## src/rtl/uart_rx_fifo.sv

```systemverilog
// uart_rx_fifo: UART receiver (8N1, or 8E1 when UART_RX_PARITY_EN is defined)
// feeding a first-word fall-through receive FIFO.
//
// Optional feature macro: UART_RX_PARITY_EN adds an even parity bit after the data bits.
//
// Ports:
//   clk_o        in   block clock, rising edge
//   reset        in   synchronous active-high reset
//   rx_i         in   asynchronous serial line, idle high
//   rd_en_i      in   pop request
//   clr_err_i    in   clear sticky error flags
//   rd_data_o    out  byte at FIFO head (0 when empty)
//   rx_valid_o   out  FIFO not empty
//   full_o       out  FIFO full
//   count_o      out  FIFO occupancy
//   frame_err_o  out  sticky: byte dropped on low stop bit
//   overrun_o    out  sticky: byte dropped on full FIFO
//   parity_err_o out  sticky: byte dropped on parity mismatch (0 without parity)
module uart_rx_fifo #(
  parameter int CLKS_PER_BIT = 868,
  parameter int FIFO_DEPTH   = 8
) (
  input  logic                          clk_o,
  input  logic                          reset,
  input  logic                          rx_i,
  input  logic                          rd_en_i,
  input  logic                          clr_err_i,
  output logic [7:0]                    rd_data_o,
  output logic                          rx_valid_o,
  output logic                          full_o,
  output logic [$clog2(FIFO_DEPTH):0]   count_o,
  output logic                          frame_err_o,
  output logic                          overrun_o,
  output logic                          parity_err_o
);

  localparam int AW = $clog2(FIFO_DEPTH);
  localparam int CW = $clog2(CLKS_PER_BIT);
  localparam logic [CW-1:0] HALF_CNT = CW'(CLKS_PER_BIT / 2 - 1);
  localparam logic [CW-1:0] BIT_CNT  = CW'(CLKS_PER_BIT - 1);

  typedef enum logic [2:0] {
    S_IDLE,
    S_START,
    S_DATA,
`ifdef UART_RX_PARITY_EN
    S_PARITY,
`endif
    S_STOP
  } state_t;

  state_t          state_q, state_d;
  logic [CW-1:0]   cnt_q, cnt_d;
  logic [2:0]      idx_q, idx_d;
  logic [7:0]      shift_q, shift_d;
  logic            rx_s1_q, rx_s2_q, rx_prev_q;
  logic            push_req, frame_set, par_set;
  logic            frame_err_q, overrun_q, parity_err_q;
  logic [AW:0]     wr_ptr_q, rd_ptr_q;
  logic [7:0]      mem_q [FIFO_DEPTH];
  logic            empty, full, do_pop, do_push, ovr_set;
`ifdef UART_RX_PARITY_EN
  logic            par_bad_q, par_bad_d;
`endif

  // Synchronizer; rx_prev_q is the previous synchronized value for edge detection
  always_ff @(posedge clk_o) begin
    if (reset) begin
      rx_s1_q   <= 1'b1;
      rx_s2_q   <= 1'b1;
      rx_prev_q <= 1'b1;
    end else begin
      rx_s1_q   <= rx_i;
      rx_s2_q   <= rx_s1_q;
      rx_prev_q <= rx_s2_q;
    end
  end

  // Receiver FSM state
  always_ff @(posedge clk_o) begin
    if (reset) begin
      state_q <= S_IDLE;
      cnt_q   <= '0;
      idx_q   <= '0;
`ifdef UART_RX_PARITY_EN
      par_bad_q <= 1'b0;
`endif
    end else begin
      state_q <= state_d;
      cnt_q   <= cnt_d;
      idx_q   <= idx_d;
`ifdef UART_RX_PARITY_EN
      par_bad_q <= par_bad_d;
`endif
    end
  end

  always_ff @(posedge clk_o) begin
    shift_q <= shift_d;
  end

  always_comb begin
    state_d   = state_q;
    cnt_d     = cnt_q;
    idx_d     = idx_q;
    shift_d   = shift_q;
    push_req  = 1'b0;
    frame_set = 1'b0;
    par_set   = 1'b0;
`ifdef UART_RX_PARITY_EN
    par_bad_d = par_bad_q;
`endif
    unique case (state_q)
      S_IDLE: begin
        cnt_d = '0;
        idx_d = '0;
        if (rx_prev_q && !rx_s2_q) state_d = S_START;
      end
      S_START: begin
        if (cnt_q == HALF_CNT) begin
          cnt_d   = '0;
          // A line already back high mid-start-bit is a glitch
          state_d = rx_s2_q ? S_IDLE : S_DATA;
        end else begin
          cnt_d = cnt_q + 1'b1;
        end
      end
      S_DATA: begin
        if (cnt_q == BIT_CNT) begin
          cnt_d   = '0;
          // LSB first: shifting in at the top leaves bit 0 at shift_q[0] after 8 bits
          shift_d = {rx_s2_q, shift_q[7:1]};
          idx_d   = idx_q + 1'b1;
          if (idx_q == 3'd7) begin
`ifdef UART_RX_PARITY_EN
            state_d = S_PARITY;
`else
            state_d = S_STOP;
`endif
          end
        end else begin
          cnt_d = cnt_q + 1'b1;
        end
      end
`ifdef UART_RX_PARITY_EN
      S_PARITY: begin
        if (cnt_q == BIT_CNT) begin
          cnt_d     = '0;
          par_bad_d = rx_s2_q ^ (^shift_q);
          state_d   = S_STOP;
        end else begin
          cnt_d = cnt_q + 1'b1;
        end
      end
`endif
      S_STOP: begin
        if (cnt_q == BIT_CNT) begin
          cnt_d   = '0;
          state_d = S_IDLE;
          if (!rx_s2_q) begin
            frame_set = 1'b1;
`ifdef UART_RX_PARITY_EN
          end else if (par_bad_q) begin
            par_set = 1'b1;
`endif
          end else begin
            push_req = 1'b1;
          end
        end else begin
          cnt_d = cnt_q + 1'b1;
        end
      end
      default: state_d = S_IDLE;
    endcase
  end

  // Receive FIFO; a pop in the same cycle frees a slot for a push into a full FIFO
  assign empty   = (wr_ptr_q == rd_ptr_q);
  assign full    = (wr_ptr_q[AW] != rd_ptr_q[AW]) && (wr_ptr_q[AW-1:0] == rd_ptr_q[AW-1:0]);
  assign do_pop  = rd_en_i && !empty;
  assign do_push = push_req && (!full || do_pop);
  assign ovr_set = push_req && full && !do_pop;

  always_ff @(posedge clk_o) begin
    if (reset) begin
      wr_ptr_q <= '0;
      rd_ptr_q <= '0;
    end else begin
      if (do_push) wr_ptr_q <= wr_ptr_q + 1'b1;
      if (do_pop)  rd_ptr_q <= rd_ptr_q + 1'b1;
    end
  end

  always_ff @(posedge clk_o) begin
    if (do_push) mem_q[wr_ptr_q[AW-1:0]] <= shift_q;
  end

  // Sticky flags: set wins over clear
  always_ff @(posedge clk_o) begin
    if (reset) begin
      frame_err_q  <= 1'b0;
      overrun_q    <= 1'b0;
      parity_err_q <= 1'b0;
    end else begin
      frame_err_q  <= frame_set | (frame_err_q  & ~clr_err_i);
      overrun_q    <= ovr_set   | (overrun_q    & ~clr_err_i);
      parity_err_q <= par_set   | (parity_err_q & ~clr_err_i);
    end
  end

  assign rd_data_o   = empty ? 8'h00 : mem_q[rd_ptr_q[AW-1:0]];
  assign rx_valid_o  = !empty;
  assign full_o      = full;
  assign count_o     = wr_ptr_q - rd_ptr_q;
  assign frame_err_o = frame_err_q;
  assign overrun_o   = overrun_q;
`ifdef UART_RX_PARITY_EN
  assign parity_err_o = parity_err_q;
`else
  assign parity_err_o = 1'b0;
`endif

endmodule
```

## config.mk

```make
export PLATFORM = sky130hd
export DESIGN_NAME = uart_rx_fifo
export DESIGN_NICKNAME = d
export VERILOG_FILES = /design/src/rtl/uart_rx_fifo.sv
export SDC_FILE = /design/constraint.sdc
export NUM_CORES = 1
export LEC_CHECK = 0
export BUFFER_PORTS_ARGS = -buffer_cell sky130_fd_sc_hd__buf_2
export CORE_MARGIN = 3
export CORE_UTILIZATION = 45
export DETAILED_ROUTE_END_ITERATION = 8
export GPL_ROUTABILITY_DRIVEN = 0
export GPL_TIMING_DRIVEN = 0
export SYNTH_ARGS = -nofsm -noshare
export SYNTH_HDL_FRONTEND = slang
export SYNTH_SLANG_ARGS = --single-unit
export TNS_END_PERCENT = 50
```

## constraint.sdc

```tcl
create_clock -name clk_o -period 3.6 [get_ports clk_o]
set_input_delay 0.18 -clock clk_o [delete_from_list [all_inputs] [get_ports clk_o]]
set_output_delay 0.18 -clock clk_o [all_outputs]
set_load 0.01 [all_outputs]
```

# Word level (Yosys, flattened, before mapping)
# Memories as Yosys holds them, arrays and structs flattened. A register that Yosys moved wholly into a read port is not among the register bits.
# Index checks and enable logic that the tools add are counted.
classes:
  n_addsub: 5
  n_eq_ne: 14
  mux: 23
  bitwise_logic: 5
  n_reduce_logical: 18
op_table:
  columns: ["op", "n"]
  rows:
  - ["case mux 10 bit (3 select lines)", 1]
  - ["two-way mux 3 bit", 8]
  - ["two-way mux 10 bit", 2]
  - ["case mux 3 bit (4 select lines)", 1]
  - ["adder 10 x 1 -> 10 bit (second input constant)", 1]
  - ["== test 10 bit (second input constant)", 1]
  - ["== test 10 x 9 -> 1 bit (second input constant)", 1]
  - ["!= test 2 bit (second input constant)", 5]
  - ["adder 4 x 1 -> 4 bit (second input constant)", 2]
  - ["two-way mux 1 bit", 8]
  - ["two-way mux 8 bit", 1]
  - ["== test 3 x 2 -> 1 bit (second input constant)", 2]
  - ["logical AND 1 bit", 6]
  - ["case mux 3 bit (2 select lines)", 1]
  - ["AND reduction 5 bit", 1]
  - ["== test 4 bit", 1]
  - ["zero test 1 bit", 4]
  - ["AND reduction 2 bit", 2]
  - ["subtractor 4 bit", 1]
  - ["adder 3 x 1 -> 3 bit (second input constant)", 1]
  - ["== test 3 x 1 -> 1 bit (second input constant)", 1]
  - ["== test 3 bit", 1]
  - ["== test 3 bit (second input constant)", 1]
  - ["zero test 3 bit", 1]
  - ["other kinds (9)", 11]
word_totals:
  reg_bits: 37
  ram_bits: 64
  inputBits: 5
  out_inout_bits: 17
  word_cells: 77
  memories: 1
mem_list:
  columns: ["memory", "depth", "width", "rd", "rd_clocked_by_memory_dff", "write_ports", "line_no", "rtl"]
  rows:
  - ["mem_q", 8, 8, 1, 1, 1, "60", "logic [7:0] mem_q [FIFO_DEPTH];"]

# Longest topological paths before layout
# Gate-level depths: netlist of run 1.
logic_depth:
  ltp_word: 7
  mapped_depth: 7
  mapped_depth_nobuf: 6

# Worst setup path before layout of run 1
# OpenSTA, ideal clock, no wires.
synth_path:
  path_kind: "register to register"
  from: "reg wr_ptr_q[0]"
  to: "mem mem_q[0][0] (enable)"
  setup_time_ns: 0.395
  t_arrival_ns: 2.310
  required_ns: 3.205
  setup_slack_ns: 0.895
  path_stages_with_launch: 7
  n_path_buf: 0
  synth_period_minus_slack_ns: 2.705
  path_cell_list: "dfxtp_1 -> inv_1 -> ha_1 -> nand3_1 -> nor3_4 -> or3_4 -> nor4_1"
synth_between:
  elab_chain_len: 7
  word_cells_on_any_way: 10
  cone_classes: "eq/ne: 2; mux: 2; reduce/logical: 6"
synth_rtl:
  columns: ["item", "line_no", "rtl"]
  rows:
  - ["start: declaration", "59", "logic [AW:0] wr_ptr_q, rd_ptr_q;"]
  - ["start signal: assignment", "189", "if (do_push) wr_ptr_q <= wr_ptr_q + 1'b1;"]
  - ["== test 4 bit / == test 3 bit (equally long branches)", "178, 179", null]
  - ["zero test 1 bit / logical AND 1 bit (equally long branches)", "180, 179", null]
  - ["logical AND 1 bit / zero test 1 bit (equally long branches)", "180, 181", null]
  - ["logical OR 1 bit", "181", "assign do_push = push_req && (!full || do_pop);"]
  - ["logical AND 1 bit", "181", null]
  - ["two-way mux 1 bit", "195", "if (do_push) mem_q[wr_ptr_q[AW-1:0]] <= shift_q;"]
  - ["two-way mux 1 bit (implied by the code)", "195", null]
  - ["end: declaration", "60", null]
# Several ways; a longest one is shown, not always the timed one.

# Worst setup path after layout of run 1
layout_path:
  from: "reg wr_ptr_q[0]"
  to: "mem mem_q[7][7] (enable)"
# The elaborated chain is that of the path after synthesis.

==> metrics.yaml, run 1 <==
stdcell_area_sq_um: 4845
area_used_by_multi_input_combinational_logic_sq_um: 1455
period_minus_slack_ps: 2886
wl_per_cell_um: 16.61
die_area_sq_um: 10800
layout.cells.most_common_list: "sky130_fd_sc_hd__edfxtp_1 (72), sky130_fd_sc_hd__nor2_1 (36), sky130_fd_sc_hd__dfxtp_1 (31)"
clkSlewWorstSetupHoldPaths_ps: 100
share_comb_of_total_power_pct: 0.9
placed_area_sq_um: 4638
p_leak_nw: 1.626
seqPwrFrac_pct: 63.1
crit_path_max_fanout: 8
share_clk_of_total_power_pct: 36.0
post_cts.repair.setup_buffers: 0
critical_path_required_ps: 3580
number_of_antenna_violations_at_the_first_check_in_global_routing: 0
finish.net_count: 343
mappedNetlistArea_sq_um: 4317
synth_async_sr_flop_share_pct: 0
setup_tns_ps: 0
postSynthRegisterBits: 103
hold_viol_final: 0
synth_enable_flop_cells: 72
rsz0062_at_grt: "no"
synth_sequential_area_ratio_pct: 64.46
cts_root_buf: "sky130_fd_sc_hd__clkbuf_8"
mappedNetlistNets: 307
grt.total_usage_pct: 15.14
power.net_switching_uw: 405.6
timing.critical_path.to_type: "register"
pin_count: 22
layout_worst_path_cycle_share_pct: 80.17
syn_inst: 292
design.core.area_sq_um: 9284
first_global_vias: 2400
cts.path.max_buffers: 2
syn_avg_cell_area_sq_um: 14.78
report.final.slew_viol_count: 0
synth_top_area_cell: "sky130_fd_sc_hd__edfxtp_1"
grt_pass1_wl_mm: 12.68
seq_area_sq_um: 2783
post-synth-top-area-fraction_pct: 50.09
achievable-frequency_mhz: 346.5
htree_levels: 3
met2_length_mm: 3.468
layout_commonest_cell: "sky130_fd_sc_hd__edfxtp_1"
via_count: 2412
drtAntennaViolNets: 0
max_stage_delay_ps: 770
rows: 35
ys_warn_count: 0
critical_path_buf_inv_count: 1
num-fill-cells: 830
totalWireLength_mm: 7.673
start_kind: "register"
initial_utilization_pct: 46.50
synth_flop_cell: "sky130_fd_sc_hd__edfxtp_1"
crit_path_top_delay_cell: "sky130_fd_sc_hd__nor2_1"
tightestPinTransition_ps: 974.3
fin_skew_ps: 7.933
route.layer.met1.wl_mm: 3.747
worstSetupPathType: "reg -> reg"
first_pass_iters: 4
run_status: "completed"
critical_path_cell_by_cell: "inv_1, ha_1, nand3_1, nor3_4, or3_4, nor2_1"
met3_wirelength_um: 305
number_of_gates_resized_after_cts: 0
clk_latency_ps: 360
power-per-cell-area_nw_per_um2: 410.3
post-place-cells: 445
ir_drop_uv: 246.0
die_width_um: 103.9
drt_iter0_drc: 100
area_delta_synth_final_pct: 12.23
finish.utilization_pct: 52.18
design_power_total_mw: 1.988
tightest_hold_check_type: "in -> reg"
power_switching_share_pct: 20.40
top_layer_used: "met4"
globalRouteOverflowTotal: 0
post_layout_nonfiller_instances: 462
synth.top_cells.by_area: "sky130_fd_sc_hd__edfxtp_1 (50%), sky130_fd_sc_hd__dfxtp_1 (14%), sky130_fd_sc_hd__mux4_2 (8.3%)"
grt_max_degree: 18
port_buffers: 20
drive_gt1_share_pct: 24.02
hpwl_mm: 5.209
cts_tree: "done"
via_per_inst: 5.221
worstPathArrival_ps: 2870
relSlewSlack_pct: 34.81
cts_made_buffers: 9
die_y_um: 103.9
drt_drc_violations_left: 0
max_cap_violations: 0
cts.sink_count: 103
report.final.setup_viol: 0
antenna-diode-count: 0
yosysUniqueCellTypes: 50
ctsHoldBuffers: 1
internal_power_mw: 1.582
worst_path_dominant_cell_family: "simple AND/OR/NAND/NOR gates"
==> synth_stat cells (2+ instances only) <==
cell type / number
sky130_fd_sc_hd__edfxtp_1: 72
sky130_fd_sc_hd__nor2_1: 36
sky130_fd_sc_hd__dfxtp_1: 31
sky130_fd_sc_hd__mux4_2: 16
sky130_fd_sc_hd__inv_1: 13
sky130_fd_sc_hd__mux2i_1: 10
sky130_fd_sc_hd__xnor2_1: 10
sky130_fd_sc_hd__ha_1: 9
sky130_fd_sc_hd__nand2b_1: 7
sky130_fd_sc_hd__nand3_1: 7
sky130_fd_sc_hd__nor4_1: 6
sky130_fd_sc_hd__a21oi_1: 5
sky130_fd_sc_hd__nand2_1: 5
sky130_fd_sc_hd__nand4_1: 5
sky130_fd_sc_hd__xor2_1: 4
sky130_fd_sc_hd__and4_1: 3
sky130_fd_sc_hd__buf_1: 3
sky130_fd_sc_hd__buf_2: 3
sky130_fd_sc_hd__mux2_1: 3
sky130_fd_sc_hd__nor2b_1: 3
sky130_fd_sc_hd__nor3_1: 3
sky130_fd_sc_hd__or2_2: 3
sky130_fd_sc_hd__a211oi_1: 2
sky130_fd_sc_hd__a22o_1: 2
sky130_fd_sc_hd__and3_1: 2
sky130_fd_sc_hd__buf_4: 2
sky130_fd_sc_hd__clkbuf_1: 2
sky130_fd_sc_hd__nor3_4: 2
sky130_fd_sc_hd__o211ai_1: 2
==> routing by layer <==
layer | global-route usage [%] | vias to the layer above
li1 | - | 1160
met1 | 21.71 | 1185
met2 | 23.12 | 55
met3 | 2.669 | 12
met4 | 5.888 | 0
met5 | 0 | -
==> logic make-up (layout without fill, tap and decap cells) <==
logic type	after synthesis	after routing	share of synthesized area (%)
AND/OR/NAND/NOR	93	93	12.32
flip-flops	103	103	64.46
adder cells (fa/ha/maj)	10	10	3.073
other	1	1	0.08687
AO/OA/AOI/OAI	17	17	2.869
multiplexers	29	29	11.45
buffers and inverters	24	65	2.522
XOR/XNOR	15	15	3.217
==> tightest hold or removal path, delay by kind of cell <==
family / cells / cell delay (ps)
AO/OA/AOI/OAI: 1 / 50
buffers and inverters: 1 / 80
AND/OR/NAND/NOR: 1 / 80
==> through the flow <==
stage / hold WS [ps] / worst slack (ps)
CTS: 72.40 / 677.8
global route: 95.89 / 491.2
finish: 84.90 / 713.9
global placement: 362.8 / -53.96
floorplan: 283.8 / 895.4
detailed placement: 365.9 / 699.8
==> final cells by class <==
| cell class | instances | area share, % |
|---|---|---|
| sequential | 103 | 57.44 |
| clock buffer | 9 | 2.557 |
| timing repair buffer | 25 | 2.893 |
| inverter | 13 | 1.007 |
| clock inverter | 7 | 1.498 |
| multi-input combinational | 165 | 30.04 |
| buffer | 11 | 1.240 |
| tap | 129 | 3.332 |
==> power groups by stage <==
| stage | combinational [mW] | clock, mW | sequential [mW] |
|---|---|---|---|
| final | 0.0181 | 0.716 | 1.25 |
| after global routing | 0.0205 | 0.783 | 1.25 |
| after CTS | 0.0182 | 0.735 | 1.25 |
| after detailed placement | 0.0173 | 0 | 1.28 |
| after global placement | 0.0172 | 0 | 1.28 |
| after floorplan | 0.0108 | 0 | 1.28 |
==> registers in the layout (all words and copies together) (netlist names), named ones only <==
signal / flops
rx_s2_q: 1
frame_err_o: 1
cnt_q: 10
rd_ptr_q: 4
shift_q: 8
wr_ptr_q: 4
rx_prev_q: 1
rx_s1_q: 1
mem_q: 64
idx_q: 3
state_q: 2
overrun_o: 1
==> worst paths after layout <==
path	endpoint	start	cells after the start	slack (ps)
max	mem_q[7][7]	wr_ptr_q[0]	6	710
min	frame_err_o	clr_err_i	3	80
max reg2reg	mem_q[7][7]	wr_ptr_q[0]	6	710
min reg2reg	rx_s2_q	rx_s1_q	1	420
Note: power is estimated with default switching activity, not from simulation.
==> inputs of run 2 (changes only) <==
Clock period 3.6 ns to 2.37 ns, I/O delays scaled along.
==> run 2 against run 1 <==
- wire length fell by 2.2%
- global-route usage is 0.54 points lower
- critical endpoint is now mem_q[2][5]
- worst setup slack worse by 570 ps
- hold slack worse by 60 ps
- critical path type unchanged
- critical path depth is the same
- clock power rose by 61%
==> metrics.yaml, run 2 (synthesized netlist as in run 1, its figures left out) <==
drt_drc_violations_left: 0  # unchanged
run_status: "completed"  # unchanged
finish.utilization_pct: 53.83  # was 52.18%
globalRouteOverflowTotal: 0  # unchanged
rows: 35  # unchanged
max_cap_violations: 0  # unchanged
place_worst_setup_slack_ps: -739.1  # was 699.8 ps
layout_commonest_cell: "sky130_fd_sc_hd__edfxtp_1"  # unchanged
power-per-cell-area_nw_per_um2: 615.8  # was 410.3 nW/um^2
area_delta_synth_final_pct: 15.77  # was 12.23%
die_area_sq_um: 10800  # unchanged
start_kind: "register"  # unchanged
period_minus_slack_ps: 2221  # was 2886 ps
share_clk_of_total_power_pct: 37.3  # was 36.0%
wl_per_cell_um: 16.07  # was 16.61 um
die_y_um: 103.9  # unchanged
post-place-cells: 441  # was 445
placed_area_sq_um: 4603  # was 4638 sq um
drive_gt1_share_pct: 29.29  # was 24.02%
stdcell_area_sq_um: 4997  # was 4845 sq um
antenna-diode-count: 0  # unchanged
design.core.area_sq_um: 9284  # unchanged
worstPathArrival_ps: 2300  # was 2870 ps
p_leak_nw: 1.673  # was 1.626 nW
tightestPinTransition_ps: 794.0  # was 974.3 ps
internal_power_mw: 2.421  # was 1.582 mW
totalWireLength_mm: 7.505  # was 7.673 mm
cts_tree: "done"  # unchanged
grt_pass1_wl_mm: 12.17  # was 12.68 mm
port_buffers: 20  # unchanged
critical_path_required_ps: 2450  # was 3580 ps
timing.critical_path.to_type: "register"  # unchanged
achievable-frequency_mhz: 450.2  # was 346.5 MHz
ir_drop_uv: 267.3  # was 246.0 uV
layout.cells.most_common_list: "sky130_fd_sc_hd__edfxtp_1 (72), sky130_fd_sc_hd__nor2_1 (34), sky130_fd_sc_hd__dfxtp_1 (27)"  # was sky130_fd_sc_hd__edfxtp_1 (72), sky130_fd_sc_hd__nor2_1 (36), sky130_fd_sc_hd__dfxtp_1 (31)
setup_tns_ps: 0  # unchanged
hold_viol_final: 0  # unchanged
cts_made_buffers: 9  # unchanged
seqPwrFrac_pct: 61.9  # was 63.1%
tightest_hold_check_type: "in -> reg"  # unchanged
cts.sink_count: 103  # unchanged
fin_skew_ps: 17.64  # was 7.933 ps
post_layout_nonfiller_instances: 467  # was 462
clk_latency_ps: 370  # was 360 ps
via_count: 2415  # was 2412
worstSetupPathType: "reg -> reg"  # unchanged
first_pass_iters: 4  # unchanged
grt_max_degree: 20  # was 18
share_comb_of_total_power_pct: 0.9  # about the same
via_per_inst: 5.171  # was 5.221
cts.path.max_buffers: 2  # unchanged
final_critical_path_setup_slack_ps: 148.7  # was 713.9 ps
drtAntennaViolNets: 0  # unchanged
drt_iter0_drc: 66  # was 100
hold_slack_ps: 24.86  # was 84.90 ps
power_switching_share_pct: 21.32  # was 20.40%
max_reg_flops: 64  # unchanged
power.net_switching_uw: 656.2  # was 405.6 uW
die_width_um: 103.9  # unchanged
htree_levels: 3  # unchanged
layout_worst_path_cycle_share_pct: 93.73  # was 80.17%
report.final.setup_viol: 0  # unchanged
rsz0062_at_grt: "no"  # unchanged
first_global_vias: 2318  # was 2400
hpwl_mm: 4.956  # was 5.209 mm
grt.total_usage_pct: 14.59  # was 15.14%
relSlewSlack_pct: 46.78  # was 34.81%
finish.net_count: 348  # was 343
crit_path_max_fanout: 6  # was 8
design_power_total_mw: 3.077  # was 1.988 mW
clkSlewWorstSetupHoldPaths_ps: 100  # about the same
report.final.slew_viol_count: 0  # unchanged
number_of_antenna_violations_at_the_first_check_in_global_routing: 0  # unchanged
cts_root_buf: "sky130_fd_sc_hd__clkbuf_8"  # unchanged
initial_utilization_pct: 46.50  # unchanged
pin_count: 22  # unchanged
-- run 2: path summary, 6_finish.rpt --
path	startpoint	to	slack, ps	depth (start not counted)
hold reg to reg	rx_s1_q	rx_s2_q	420	1
setup reg to reg	cnt_q[1]	mem_q[2][5]	150	6
hold / removal	clr_err_i	overrun_o	20	3
setup / recovery	cnt_q[1]	mem_q[2][5]	150	6
-- run 2: final cells by class --
class,instances,area [sq um]
buffer,11,67.56
clock buffer,9,123.9
clock inverter,7,87.58
fill,839,4287
inverter,13,52.55
multi-input combinational,165,1520
sequential,103,2790
tap,129,161.4
timing repair buffer,30,193.9
-- run 2: critical path, cell delays in order, from the launching register on --
cell and delay [ps]:
sky130_fd_sc_hd__dfxtp_1 390, sky130_fd_sc_hd__ha_2 240, sky130_fd_sc_hd__nor2b_1 210, sky130_fd_sc_hd__nand2_2 140
sky130_fd_sc_hd__or3_4 470, sky130_fd_sc_hd__nor4_4 290, sky130_fd_sc_hd__buf_4 200
-- run 2: power by group through the flow --
| stage | clock (mW) | sequential, mW | combinational (mW) |
|---|---|---|---|
| final | 1.15 | 1.90 | 0.0269 |
| after global routing | 1.24 | 1.91 | 0.0309 |
| after CTS | 1.17 | 1.90 | 0.0273 |
| after detailed placement | 0 | 1.95 | 0.0261 |
| after global placement | 0 | 1.95 | 0.0262 |
| after floorplan | 0 | 1.95 | 0.0164 |
-- run 2: timing repair --
action | CTS | global route
pin swaps | 5 | 2
hold endpoints to repair | 1 | 0
setup endpoints to repair | 81 | 64
setup buffers | 8 | 1
resized for setup | 18 | 7
hold buffers | 1 | 0
-- run 2: routing by layer --
metal	part of all wire [%]	wire length [um]	vias to the layer above	GRT usage, %
met2	48	3597	31	22.75
met1	48	3613	1200	20.44
li1	-	-	1176	-
met3	2.7	201	8	2.297
met5	0	0	-	0
met4	1.2	93	0	6.268
==> inputs of run 3 (changes only) <==
Settings changed: CORE_MARGIN 3 to not set.
==> run 3 against run 2 <==
- sequential power hardly changed
- clock power about the same
- die area fell by 7.5%
- final cell count rose by 0.43%
- first-iteration DRC count increased by 53%
- flip-flop and latch count did not move
- design area grew 0.30%
- wire length increased by 4.3%
- sequential share of layout area fell by 0.19 points
- via count rose by 0.50%
- global-route usage rose by 2.4 points
- worst setup slack worse by 61 ps
- largest power group unchanged
- highest routed layer unchanged
==> metrics.yaml, run 3 (synthesized netlist as in run 1, its figures left out) <==
run_status: "completed"  # unchanged
finish.net_count: 350  # was 348
htree_levels: 3  # unchanged
fin_skew_ps: 10.22  # was 17.64 ps
worstSetupPathType: "reg -> reg"  # unchanged
die_width_um: 99.94  # was 103.9 um
r2r-end: "mem_q[1][5]"  # was mem_q[2][5]
max_reg_flops: 64  # unchanged
finish.utilization_pct: 53.99  # was 53.83%
drt_drc_violations_left: 0  # unchanged
power-per-cell-area_nw_per_um2: 614.4  # was 615.8 nW/um^2
layout_commonest_cell: "sky130_fd_sc_hd__edfxtp_1"  # unchanged
reg2reg_setup_slack_ps: 90  # was 150 ps
power.net_switching_uw: 658.6  # was 656.2 uW
worst_setup_path_endpoint: "mem_q[1][5]"  # was mem_q[2][5]
rows: 35  # unchanged
area_delta_synth_final_pct: 16.12  # was 15.77%
cts_root_buf: "sky130_fd_sc_hd__clkbuf_8"  # unchanged
cts_made_buffers: 9  # unchanged
ir_drop_uv: 349.1  # was 267.3 uV
tightestPinTransition_ps: 778.3  # was 794.0 ps
seqPwrFrac_pct: 61.8  # was 61.9%
power_switching_share_pct: 21.38  # was 21.32%
grt_pass1_wl_mm: 12.46  # was 12.17 mm
globalRouteOverflowTotal: 0  # unchanged
via_count: 2427  # was 2415
first_global_vias: 2327  # was 2318
worstPathArrival_ps: 2370  # was 2300 ps
period_minus_slack_ps: 2282  # was 2221 ps
rsz0062_at_grt: "no"  # unchanged
cts.sink_count: 103  # unchanged
grt.total_usage_pct: 17.00  # was 14.59%
start_kind: "register"  # unchanged
crit_path_max_fanout: 8  # was 6
timing.critical_path.to_type: "register"  # unchanged
initial_utilization_pct: 46.50  # unchanged
drive_gt1_share_pct: 29.41  # was 29.29%
drt_iter0_drc: 101  # was 66
layout.cells.most_common_list: "sky130_fd_sc_hd__edfxtp_1 (72), sky130_fd_sc_hd__nor2_1 (34), sky130_fd_sc_hd__dfxtp_1 (28)"  # was sky130_fd_sc_hd__edfxtp_1 (72), sky130_fd_sc_hd__nor2_1 (34), sky130_fd_sc_hd__dfxtp_1 (27)
design.core.area_sq_um: 9284  # unchanged
critical_path_required_ps: 2460  # was 2450 ps
area_used_by_multi_input_combinational_logic_sq_um: 1521  # was 1520 sq um
hold_viol_final: 0  # unchanged
antenna-diode-count: 0  # unchanged
die_y_um: 99.94  # was 103.9 um
p_leak_nw: 1.688  # was 1.673 nW
num-fill-cells: 797  # was 839
post_layout_nonfiller_instances: 469  # was 467
share_clk_of_total_power_pct: 37.3  # about the same
clk_latency_ps: 360  # was 370 ps
max_cap_violations: 0  # unchanged
hpwl_mm: 5.058  # was 4.956 mm
drtAntennaViolNets: 0  # unchanged
placed_area_sq_um: 4608  # was 4603 sq um
post-place-cells: 442  # was 441
seq_area_sq_um: 2789  # was 2790 sq um
number_of_antenna_violations_at_the_first_check_in_global_routing: 0  # unchanged
achievable-frequency_mhz: 438.2  # was 450.2 MHz
port_buffers: 20  # unchanged
via_per_inst: 5.175  # was 5.171
worst_setup_sp: "rd_ptr_q[1]"  # was cnt_q[1]
pin_count: 22  # unchanged
tightest_hold_check_type: "in -> reg"  # unchanged
first_pass_iters: 4  # unchanged
report.final.setup_viol: 0  # unchanged
r2r.worst_path.cells: 7  # was 6
stdcell_area_sq_um: 5012  # was 4997 sq um
design_power_total_mw: 3.080  # was 3.077 mW
hold_slack_ps: 20.83  # was 24.86 ps
cts.path.max_buffers: 2  # unchanged
layout_worst_path_cycle_share_pct: 96.28  # was 93.73%
grt_max_degree: 20  # unchanged
wl_per_cell_um: 16.69  # was 16.07 um
cts_tree: "done"  # unchanged
die_area_sq_um: 9988  # was 10800 sq um
share_comb_of_total_power_pct: 0.9  # about the same
totalWireLength_mm: 7.827  # was 7.505 mm
internal_power_mw: 2.421  # about the same
rr_startpoint: "rd_ptr_q[1]"  # was cnt_q[1]
report.final.slew_viol_count: 0  # unchanged
relSlewSlack_pct: 48.11  # was 46.78%
clkSlewWorstSetupHoldPaths_ps: 110  # was 100 ps
==> run 3: critical path: stages (launching register included) <==
cell and delay (ps):
sky130_fd_sc_hd__dfxtp_1 450, sky130_fd_sc_hd__inv_1 70, sky130_fd_sc_hd__ha_1 320, sky130_fd_sc_hd__nand3_4 150, sky130_fd_sc_hd__nor3_4 70, sky130_fd_sc_hd__or3_4 420
sky130_fd_sc_hd__nor4_4 340, sky130_fd_sc_hd__buf_12 180
==> run 3: what timing repair did <==
action	4_1_cts	5_1_grt
gates resized for setup	17	5
hold buffers	1	0
endpoints found under the setup margin	73	40
buffers inserted	7	3
cloned	0	0
pin swaps	4	2
hold endpoints to repair	1	0
==> run 3: area by class of cell <==
cell class / instances / area share [%]
buffer: 11 / 1.298
clock inverter: 7 / 1.672
multi-input combinational: 165 / 30.35
inverter: 13 / 1.048
clock buffer: 9 / 2.471
sequential: 103 / 55.64
tap: 129 / 3.220
timing repair buffer: 32 / 4.294
==> run 3: worst min path at each step <==
stage	start	to	slack [ps]	cells after the start
after floorplan	rx_i	rx_s1_q	220	1
final	clr_err_i	overrun_o	20	3
after detailed placement	rx_i	rx_s1_q	310	2
after CTS	clr_err_i	frame_err_o	9	3
after global placement	rx_i	rx_s1_q	300	2
after global routing	clr_err_i	frame_err_o	20	3
==> run 3: metal layers <==
layer,track usage (%),wire [um],vias up
met5,0,0,-
met4,6.787,103,0
met3,2.786,265,11
met2,27.85,3803,49
met1,22.75,3655,1185
li1,-,-,1182
==> run 3: power by group through the flow <==
| stage | Sequential (mW) | Combinational (mW) | Clock (mW) |
|---|---|---|---|
| finish | 1.90 | 0.0272 | 1.15 |
| global placement | 1.95 | 0.0260 | 0 |
| detailed placement | 1.95 | 0.0264 | 0 |
| CTS | 1.90 | 0.0276 | 1.17 |
| global route | 1.90 | 0.0306 | 1.24 |
| floorplan | 1.95 | 0.0164 | 0 |
==> run 3: per-stage QoR <==
step / setup slack (ps) / setup TNS (ps)
5_1_grt: 4.582 / 0
2_1_floorplan: -78.41 / -2509
3_5_place_dp: -744.9 / -32530
6_report: 88.08 / 0
4_1_cts: 6.075 / 0
3_3_place_gp: -685.4 / -33050
